`src/rtl/tdc_pkg.sv`:
```
// rtl/tdc_pkg.sv - shared width helpers and fine-code functions for the multi-channel TDC
package tdc_pkg;

    localparam int MAX_THERMO_W = 64;

    function automatic int ch_width(input int n);
        return (n <= 1) ? 1 : $clog2(n);
    endfunction

    function automatic int fine_width(input int thermo_w);
        return $clog2(thermo_w + 1);
    endfunction

    function automatic int unsigned popcount(input logic [MAX_THERMO_W-1:0] w);
        int unsigned n;
        n = 0;
        for (int i = 0; i < MAX_THERMO_W; i++) begin
            n = n + 32'(w[i]);
        end
        return n;
    endfunction

    // Three-tap majority; the word must be zero-extended so bit THERMO_W reads as 0.
    function automatic logic [MAX_THERMO_W-1:0] bubble_fix(input logic [MAX_THERMO_W-1:0] w);
        logic [MAX_THERMO_W+1:0] ext;
        logic [MAX_THERMO_W-1:0] r;
        ext = {1'b0, w, 1'b1};
        r   = '0;
        for (int i = 0; i < MAX_THERMO_W; i++) begin
            r[i] = (ext[i] & ext[i+1]) | (ext[i] & ext[i+2]) | (ext[i+1] & ext[i+2]);
        end
        return r;
    endfunction

endpackage

```
`src/rtl/tdc_ts_fifo.sv`:
```
// rtl/tdc_ts_fifo.sv - synchronous show-ahead timestamp FIFO, generic entry type
module tdc_ts_fifo #(
    parameter int  DEPTH = 8,
    parameter type T     = logic [7:0]
) (
    input  logic clk,
    input  logic rst,
    input  logic push_i,
    input  T     push_data_i,
    input  logic pop_i,
    output T     head_o,
    output logic valid_o,
    output logic full_o
);

    localparam int AW = $clog2(DEPTH);

    T           mem_q [DEPTH];
    logic [AW:0] wr_q, rd_q;
    logic        do_push, do_pop;

    // Full is derived from registered pointers only, so a same-cycle pop never frees a slot early.
    assign full_o  = (wr_q[AW] != rd_q[AW]) && (wr_q[AW-1:0] == rd_q[AW-1:0]);
    assign valid_o = (wr_q != rd_q);
    assign do_push = push_i && !full_o;
    assign do_pop  = pop_i && valid_o;
    assign head_o  = valid_o ? mem_q[rd_q[AW-1:0]] : '0;

    always_ff @(posedge clk) begin
        if (rst) begin
            wr_q <= '0;
            rd_q <= '0;
        end else begin
            if (do_push) wr_q <= wr_q + 1'b1;
            if (do_pop)  rd_q <= rd_q + 1'b1;
        end
    end

    always_ff @(posedge clk) begin
        if (do_push) mem_q[wr_q[AW-1:0]] <= push_data_i;
    end

endmodule

```
`src/rtl/tdc_multi_channel.sv`:
```
// rtl/tdc_multi_channel.sv - N-channel TDC with shared coarse counter, round-robin FIFO readout (TDC_BUBBLE_FIX_EN)
module tdc_multi_channel
    import tdc_pkg::*;
#(
    parameter  int N_CH       = 4,
    parameter  int THERMO_W   = 8,
    parameter  int COARSE_W   = 12,
    parameter  int FIFO_DEPTH = 8,
    localparam int CH_W       = ch_width(N_CH),
    localparam int FINE_W     = fine_width(THERMO_W)
) (
    input  logic                       clk,
    input  logic                       rst,
    input  logic                       enable,
    input  logic [N_CH-1:0]            hit_in,
    input  logic [N_CH*THERMO_W-1:0]   thermo_in,
    output logic                       out_valid,
    input  logic                       out_ready,
    output logic [CH_W-1:0]            out_channel,
    output logic [COARSE_W-1:0]        out_coarse,
    output logic [FINE_W-1:0]          out_fine,
    output logic [N_CH-1:0]            drop_flags,
    output logic                       coarse_wrap
);

    typedef struct packed {
        logic [CH_W-1:0]     channel;
        logic [COARSE_W-1:0] coarse;
        logic [FINE_W-1:0]   fine;
    } ts_t;

    logic [COARSE_W-1:0] coarse_q, coarse_d;
    logic                wrap_q, wrap_d;
    logic [N_CH-1:0]     hit_q;
    logic [N_CH-1:0]     pending_q, pending_d;
    logic [N_CH-1:0]     drop_q, drop_d;
    logic [CH_W-1:0]     ptr_q, ptr_d;
    logic [COARSE_W-1:0] st_coarse_q [N_CH];
    logic [FINE_W-1:0]   st_fine_q   [N_CH];

    logic [N_CH-1:0]     hit_edge, capture_c, grant;
    logic [CH_W-1:0]     gnt_idx;
    logic                found;
    logic [FINE_W-1:0]   fine_c [N_CH];
    logic [MAX_THERMO_W-1:0] word;
    logic                fifo_full, fifo_valid;
    ts_t                 push_ts, head_ts;

    always_comb begin
        word   = '0;
        fine_c = '{default: '0};
        for (int c = 0; c < N_CH; c++) begin
            word = MAX_THERMO_W'(thermo_in[c*THERMO_W +: THERMO_W]);
`ifdef TDC_BUBBLE_FIX_EN
            word = bubble_fix(word);
`endif
            fine_c[c] = FINE_W'(popcount(word));
        end
    end

    always_comb begin
        int idx;
        idx     = 0;
        grant   = '0;
        gnt_idx = '0;
        found   = 1'b0;
        ptr_d   = ptr_q;
        if (!fifo_full) begin
            for (int i = 0; i < N_CH; i++) begin
                idx = (int'(ptr_q) + i) % N_CH;
                if (!found && pending_q[idx]) begin
                    found        = 1'b1;
                    grant[idx]   = 1'b1;
                    gnt_idx      = CH_W'(idx);
                end
            end
        end
        if (found) ptr_d = CH_W'((int'(gnt_idx) + 1) % N_CH);
    end

    // A grant frees the slot this cycle, so a same-cycle edge on that channel is a capture, not a loss.
    always_comb begin
        hit_edge  = hit_in & ~hit_q & {N_CH{enable}};
        capture_c = hit_edge & (~pending_q | grant);
        pending_d = (pending_q & ~grant) | capture_c;
        drop_d    = drop_q | (hit_edge & pending_q & ~grant);
        coarse_d  = enable ? coarse_q + COARSE_W'(1) : '0;
        wrap_d    = enable && (&coarse_q);
    end

    always_comb begin
        push_ts         = '0;
        push_ts.channel = gnt_idx;
        push_ts.coarse  = st_coarse_q[gnt_idx];
        push_ts.fine    = st_fine_q[gnt_idx];
    end

    always_ff @(posedge clk) begin
        if (rst) begin
            coarse_q  <= '0;
            wrap_q    <= 1'b0;
            hit_q     <= '0;
            pending_q <= '0;
            drop_q    <= '0;
            ptr_q     <= '0;
        end else begin
            coarse_q  <= coarse_d;
            wrap_q    <= wrap_d;
            hit_q     <= hit_in;
            pending_q <= pending_d;
            drop_q    <= drop_d;
            ptr_q     <= ptr_d;
        end
    end

    always_ff @(posedge clk) begin
        for (int c = 0; c < N_CH; c++) begin
            if (capture_c[c]) begin
                st_coarse_q[c] <= coarse_q;
                st_fine_q[c]   <= fine_c[c];
            end
        end
    end

    tdc_ts_fifo #(
        .DEPTH (FIFO_DEPTH),
        .T     (ts_t)
    ) u_fifo (
        .clk         (clk),
        .rst         (rst),
        .push_i      (found),
        .push_data_i (push_ts),
        .pop_i       (out_ready),
        .head_o      (head_ts),
        .valid_o     (fifo_valid),
        .full_o      (fifo_full)
    );

    assign out_valid   = fifo_valid;
    assign out_channel = head_ts.channel;
    assign out_coarse  = head_ts.coarse;
    assign out_fine    = head_ts.fine;
    assign drop_flags  = drop_q;
    assign coarse_wrap = wrap_q;

endmodule

```
`config.mk`:
```
export PLATFORM = sky130hd
export DESIGN_NAME = tdc_multi_channel
export DESIGN_NICKNAME = d
export VERILOG_FILES = /design/src/rtl/tdc_pkg.sv /design/src/rtl/tdc_ts_fifo.sv /design/src/rtl/tdc_multi_channel.sv
export SDC_FILE = /design/constraint.sdc
export NUM_CORES = 1
export LEC_CHECK = 0
export ABC_AREA = 0
export CORE_UTILIZATION = 40
export DETAILED_ROUTE_END_ITERATION = 12
export PLACE_DENSITY_LB_ADDON = 0.08
export SETUP_SLACK_MARGIN = 0.2
export SLEW_MARGIN = 0
export SYNTH_ARGS = -nofsm -noshare
export SYNTH_HDL_FRONTEND = slang
export SYNTH_SLANG_ARGS = --single-unit
```
`constraint.sdc`:
```
create_clock -name clk -period 4.1 [get_ports clk]
set_input_delay 1.23 -clock clk [delete_from_list [all_inputs] [get_ports clk]]
set_output_delay 1.23 -clock clk [all_outputs]
set_load 0.05 [all_outputs]
```
==> results list <==
- During I/O placement, the number of pins put on the boundary was 64.
* Number of buffers on the longest clock path: 3
- The die covers 27400 um^2.
- Net count after synthesis: between 700 and 800
- Counting flops and latches in the post-synthesis netlist gives 246.
* Period utilisation layout: 0.9071
- After detailed routing, the number of vias per cell comes to 4.999.
- The count of pins over their slew limit is 0.
- Among all flip-flop cells after synthesis, the most frequent one is sky130_fd_sc_hd__edfxtp_1.
- Standard-cell rows: 59
* Worst Hold Margin: between 400 and 500 ps
- Clock tree sinks: 246
- The initial antenna violation count is 0.
- During synthesis, Yosys emitted a total of 0 warnings.
- Cell count after synthesis: 670
- Cell area after synthesis: 10700 um^2
- Prior to clock tree synthesis, the placed netlist has a worst setup slack of -178.1 ps.
- Post-synth top area share: 0.5840
- Of all nets on the critical path, the largest fanout is 14.
* Setup repair after global routing missed its margin: no
- IR analysis of the VDD net gives a maximum drop of 0.0002966 V.
- In this run the standard cell core region covers 26130 um^2.
* Worst setup slack after layout: 380.8 ps
- Gp weighted congestion: 0.7412
* H-tree levels: 1
- Ranking of synthesized cells by area: sky130_fd_sc_hd__edfxtp_1, sky130_fd_sc_hd__mux4_2, sky130_fd_sc_hd__dfxtp_1
* Arrival time reported for the critical path endpoint: 2490 ps
- Count of flip-flops with a built-in enable after synthesis: 208
- Timing would allow up to around 0.27 GHz.
- At the worst endpoint, the required time is 2870 ps.
- Headroom to the max-slew limit came out at 0.5489.
- In this run the post-CTS setup repair buffer count came out at 0.
- Count of different cell masters after synthesis: 49
- Share of async-settable or async-resettable flops after synthesis: 0
- Setup violations remaining at the end of the flow were counted as 0.
* Run status: complete, but fails checks
* HPWL after detailed placement: 12740 um
- Classification of the worst setup path: flop to output pin
- First-pass GRT wire length: 31550 um
- STA classifies the critical path endpoint as an output pin.
* Final net count: 846
- A synthesized cell averages 15.96 um^2.
- Max-cap violations in this run came to 0.
- In this run the cell area measured after placement is 11830 um^2.
- Dominant cell type by area after synthesis: sky130_fd_sc_hd__edfxtp_1
- Entering global routing, the biggest net connects 42 pins.
- Fraction of layout instances using a drive strength above 1: 0.1858
- The number of antenna diodes in the final layout is 0.
* Cell at the root of the clock tree: sky130_fd_sc_hd__clkbuf_16
- CTS tree: yes
- The area growth from synthesis to layout is 18.45%.
- Worst hold-check path type: flop to flop
* Hold Vio Cnt, Final: 0
* Failing checks: design-rule violations
- Minimum period implied by the final worst setup slack: 3719 ps
- Measured along the x axis, the die boundary spans approximately 170 um.
- Clock insertion delay at the later pin of the skew report: about 530 ps
- Initial core utilization: 0.4093
* Global-route usage over all layers: 0.1530
- Summing over every cut layer, the via total after detailed routing is 5604.
* Core Util, Final: 0.4848
- Routed len/inst: roughly 18 um
- Final non-filler cell area: approximately 13000 um^2
- Cell leakage power: 4.535 nW
- The pre-antenna-repair detailed-routing pass consisted of 9 iterations.
* Fill cell total of the finished layout: 2266
- CP Launch Type: flop
* Pwr per Cell Area: 625.9 nW/um^2
* Final setup skew: 11.83 ps
* Clk pin slew, worst setup/hold paths: roughly 60 ps
* Overall overflow remaining after global route: 0
- Routed WL: approximately 20000 um
- In the routed design, unresolved DRC markers number 7.
- At the pin with the least slew margin, the transition time is about 680 ps.
* Number of antenna-violating nets in the routed design: 0
* Number of buffer cells added on primary ports: between 60 and 70
* Number of buffers inserted during clock tree synthesis: 25
- Gates resized during post-CTS repair numbered 0.
* Die Span Y: roughly 170 um
- For this run, the register share of the synthesized area comes to 0.6551.
* Number of buffers inserted for hold repair after clock tree synthesis: 0
- DRT iter0 DRCs: 232
- The via count of the first global-routing pass is between 5000 and 6000.
-- layer usage --
metal | wire length [um] | share of wire | global-route usage
met2 | 10490 | 0.52 | 0.2805
met4 | 379 | 0.019 | 0.04421
met1 | 8469 | 0.42 | 0.1870
met5 | 0 | 0 | 0
met3 | 703 | 0.035 | 0.01948
-- cell usage in the layout, fill, tap and decap left out, drive strengths merged, types with 5 or more instances in the layout --
cell type	count
edfxtp	208
mux2i	68
buf	58
inv	55
nor2	45
clkdlybuf4s50	45
dfxtp	38
clkbuf	38
mux4	37
ha	23
nand2	22
a21oi	16
fa	16
xor2	14
nor2b	13
xnor2	10
nand3	8
nand2b	8
o21ai	7
nor3	6
clkinv	5
-- report_power, final --
part	switching, mW	leakage (nW)	internal, mW
Clock	0.899	0.417	1.37
Sequential	0.109	2.23	3.12
Combinational	1.48	1.89	0.964
Total	2.48	4.53	5.45
-- path summary, 6_finish.rpt --
check / start / to / slack, ps / cells after the start
worst max-delay path: flop / out_coarse[1] / 380 / 5
worst min-delay path: drop_flags[3] / drop_flags[3] / 460 / 2
worst max register to register: ptr_q[1] / u_fifo.mem_q[7][2] / 880 / 11
worst min register to register: drop_flags[3] / drop_flags[3] / 460 / 2
-- critical path, cell delays in order (launching register included) --
cell,delay (ps)
sky130_fd_sc_hd__dfxtp_2,600
sky130_fd_sc_hd__buf_4,380
sky130_fd_sc_hd__mux4_2,550
sky130_fd_sc_hd__mux2i_1,170
sky130_fd_sc_hd__nor2_1,60
sky130_fd_sc_hd__buf_4,190
-- synth_stat cells (7+ instances only) --
| cell | instances |
|---|---|
| sky130_fd_sc_hd__a21oi_1 | 16 |
| sky130_fd_sc_hd__buf_2 | 10 |
| sky130_fd_sc_hd__clkbuf_1 | 10 |
| sky130_fd_sc_hd__dfxtp_1 | 38 |
| sky130_fd_sc_hd__edfxtp_1 | 208 |
| sky130_fd_sc_hd__fa_1 | 16 |
| sky130_fd_sc_hd__ha_1 | 23 |
| sky130_fd_sc_hd__inv_1 | 54 |
| sky130_fd_sc_hd__mux2i_1 | 67 |
| sky130_fd_sc_hd__mux4_2 | 37 |
| sky130_fd_sc_hd__nand2_1 | 22 |
| sky130_fd_sc_hd__nand2b_1 | 8 |
| sky130_fd_sc_hd__nand3_1 | 8 |
| sky130_fd_sc_hd__nor2_1 | 45 |
| sky130_fd_sc_hd__nor2b_1 | 13 |
| sky130_fd_sc_hd__o21ai_0 | 7 |
| sky130_fd_sc_hd__xnor2_1 | 10 |
| sky130_fd_sc_hd__xor2_1 | 14 |
-- metrics by stage --
stage | total power, mW | std cells | setup TNS [ps]
2_1_floorplan | 5.000 | 670 | 0
3_3_place_gp | 5.695 | 1075 | -294.9
5_1_grt | 8.323 | 1121 | 0
4_1_cts | 8.045 | 1121 | 0
6_report | 7.929 | 1121 | 0
3_5_place_dp | 5.760 | 1075 | -959.8
-- registers in the layout, indices dropped and copies added, names as in the netlist, named ones only --
| signal | cells |
|---|---|
| u_fifo.mem_q | 144 |
| st_coarse_q | 48 |
| st_fine_q | 16 |
| coarse_q | 12 |
| drop_flags | 4 |
| hit_q | 4 |
| pending_q | 4 |
| u_fifo.rd_q | 4 |
| u_fifo.wr_q | 4 |
| ptr_q | 2 |
| coarse_wrap | 1 |
-- final cells by class --
cell class / count / area [um^2] / area share
clock inverters: 8 / 105.1 / 0.008296
well taps: 335 / 419.2 / 0.03309
repair buffers: 103 / 898.4 / 0.07091
multi-input cells: 337 / 3301 / 0.2605
inverters: 54 / 202.7 / 0.01600
flip-flops and latches: 246 / 7008 / 0.5532
clock buffers: 38 / 734.5 / 0.05798
-- cells by family (layout without fill, tap and decap cells) --
group	after synthesis	in the layout	synth area share
fa+ha+maj	39	39	0.05686
flops	246	246	0.6551
compound gates	45	45	0.02808
simple gates	121	121	0.05487
mux	108	108	0.1459
buf+inv	87	203	0.03954
xor+xnor	24	24	0.01965
(Power assumes the default switching activity.)
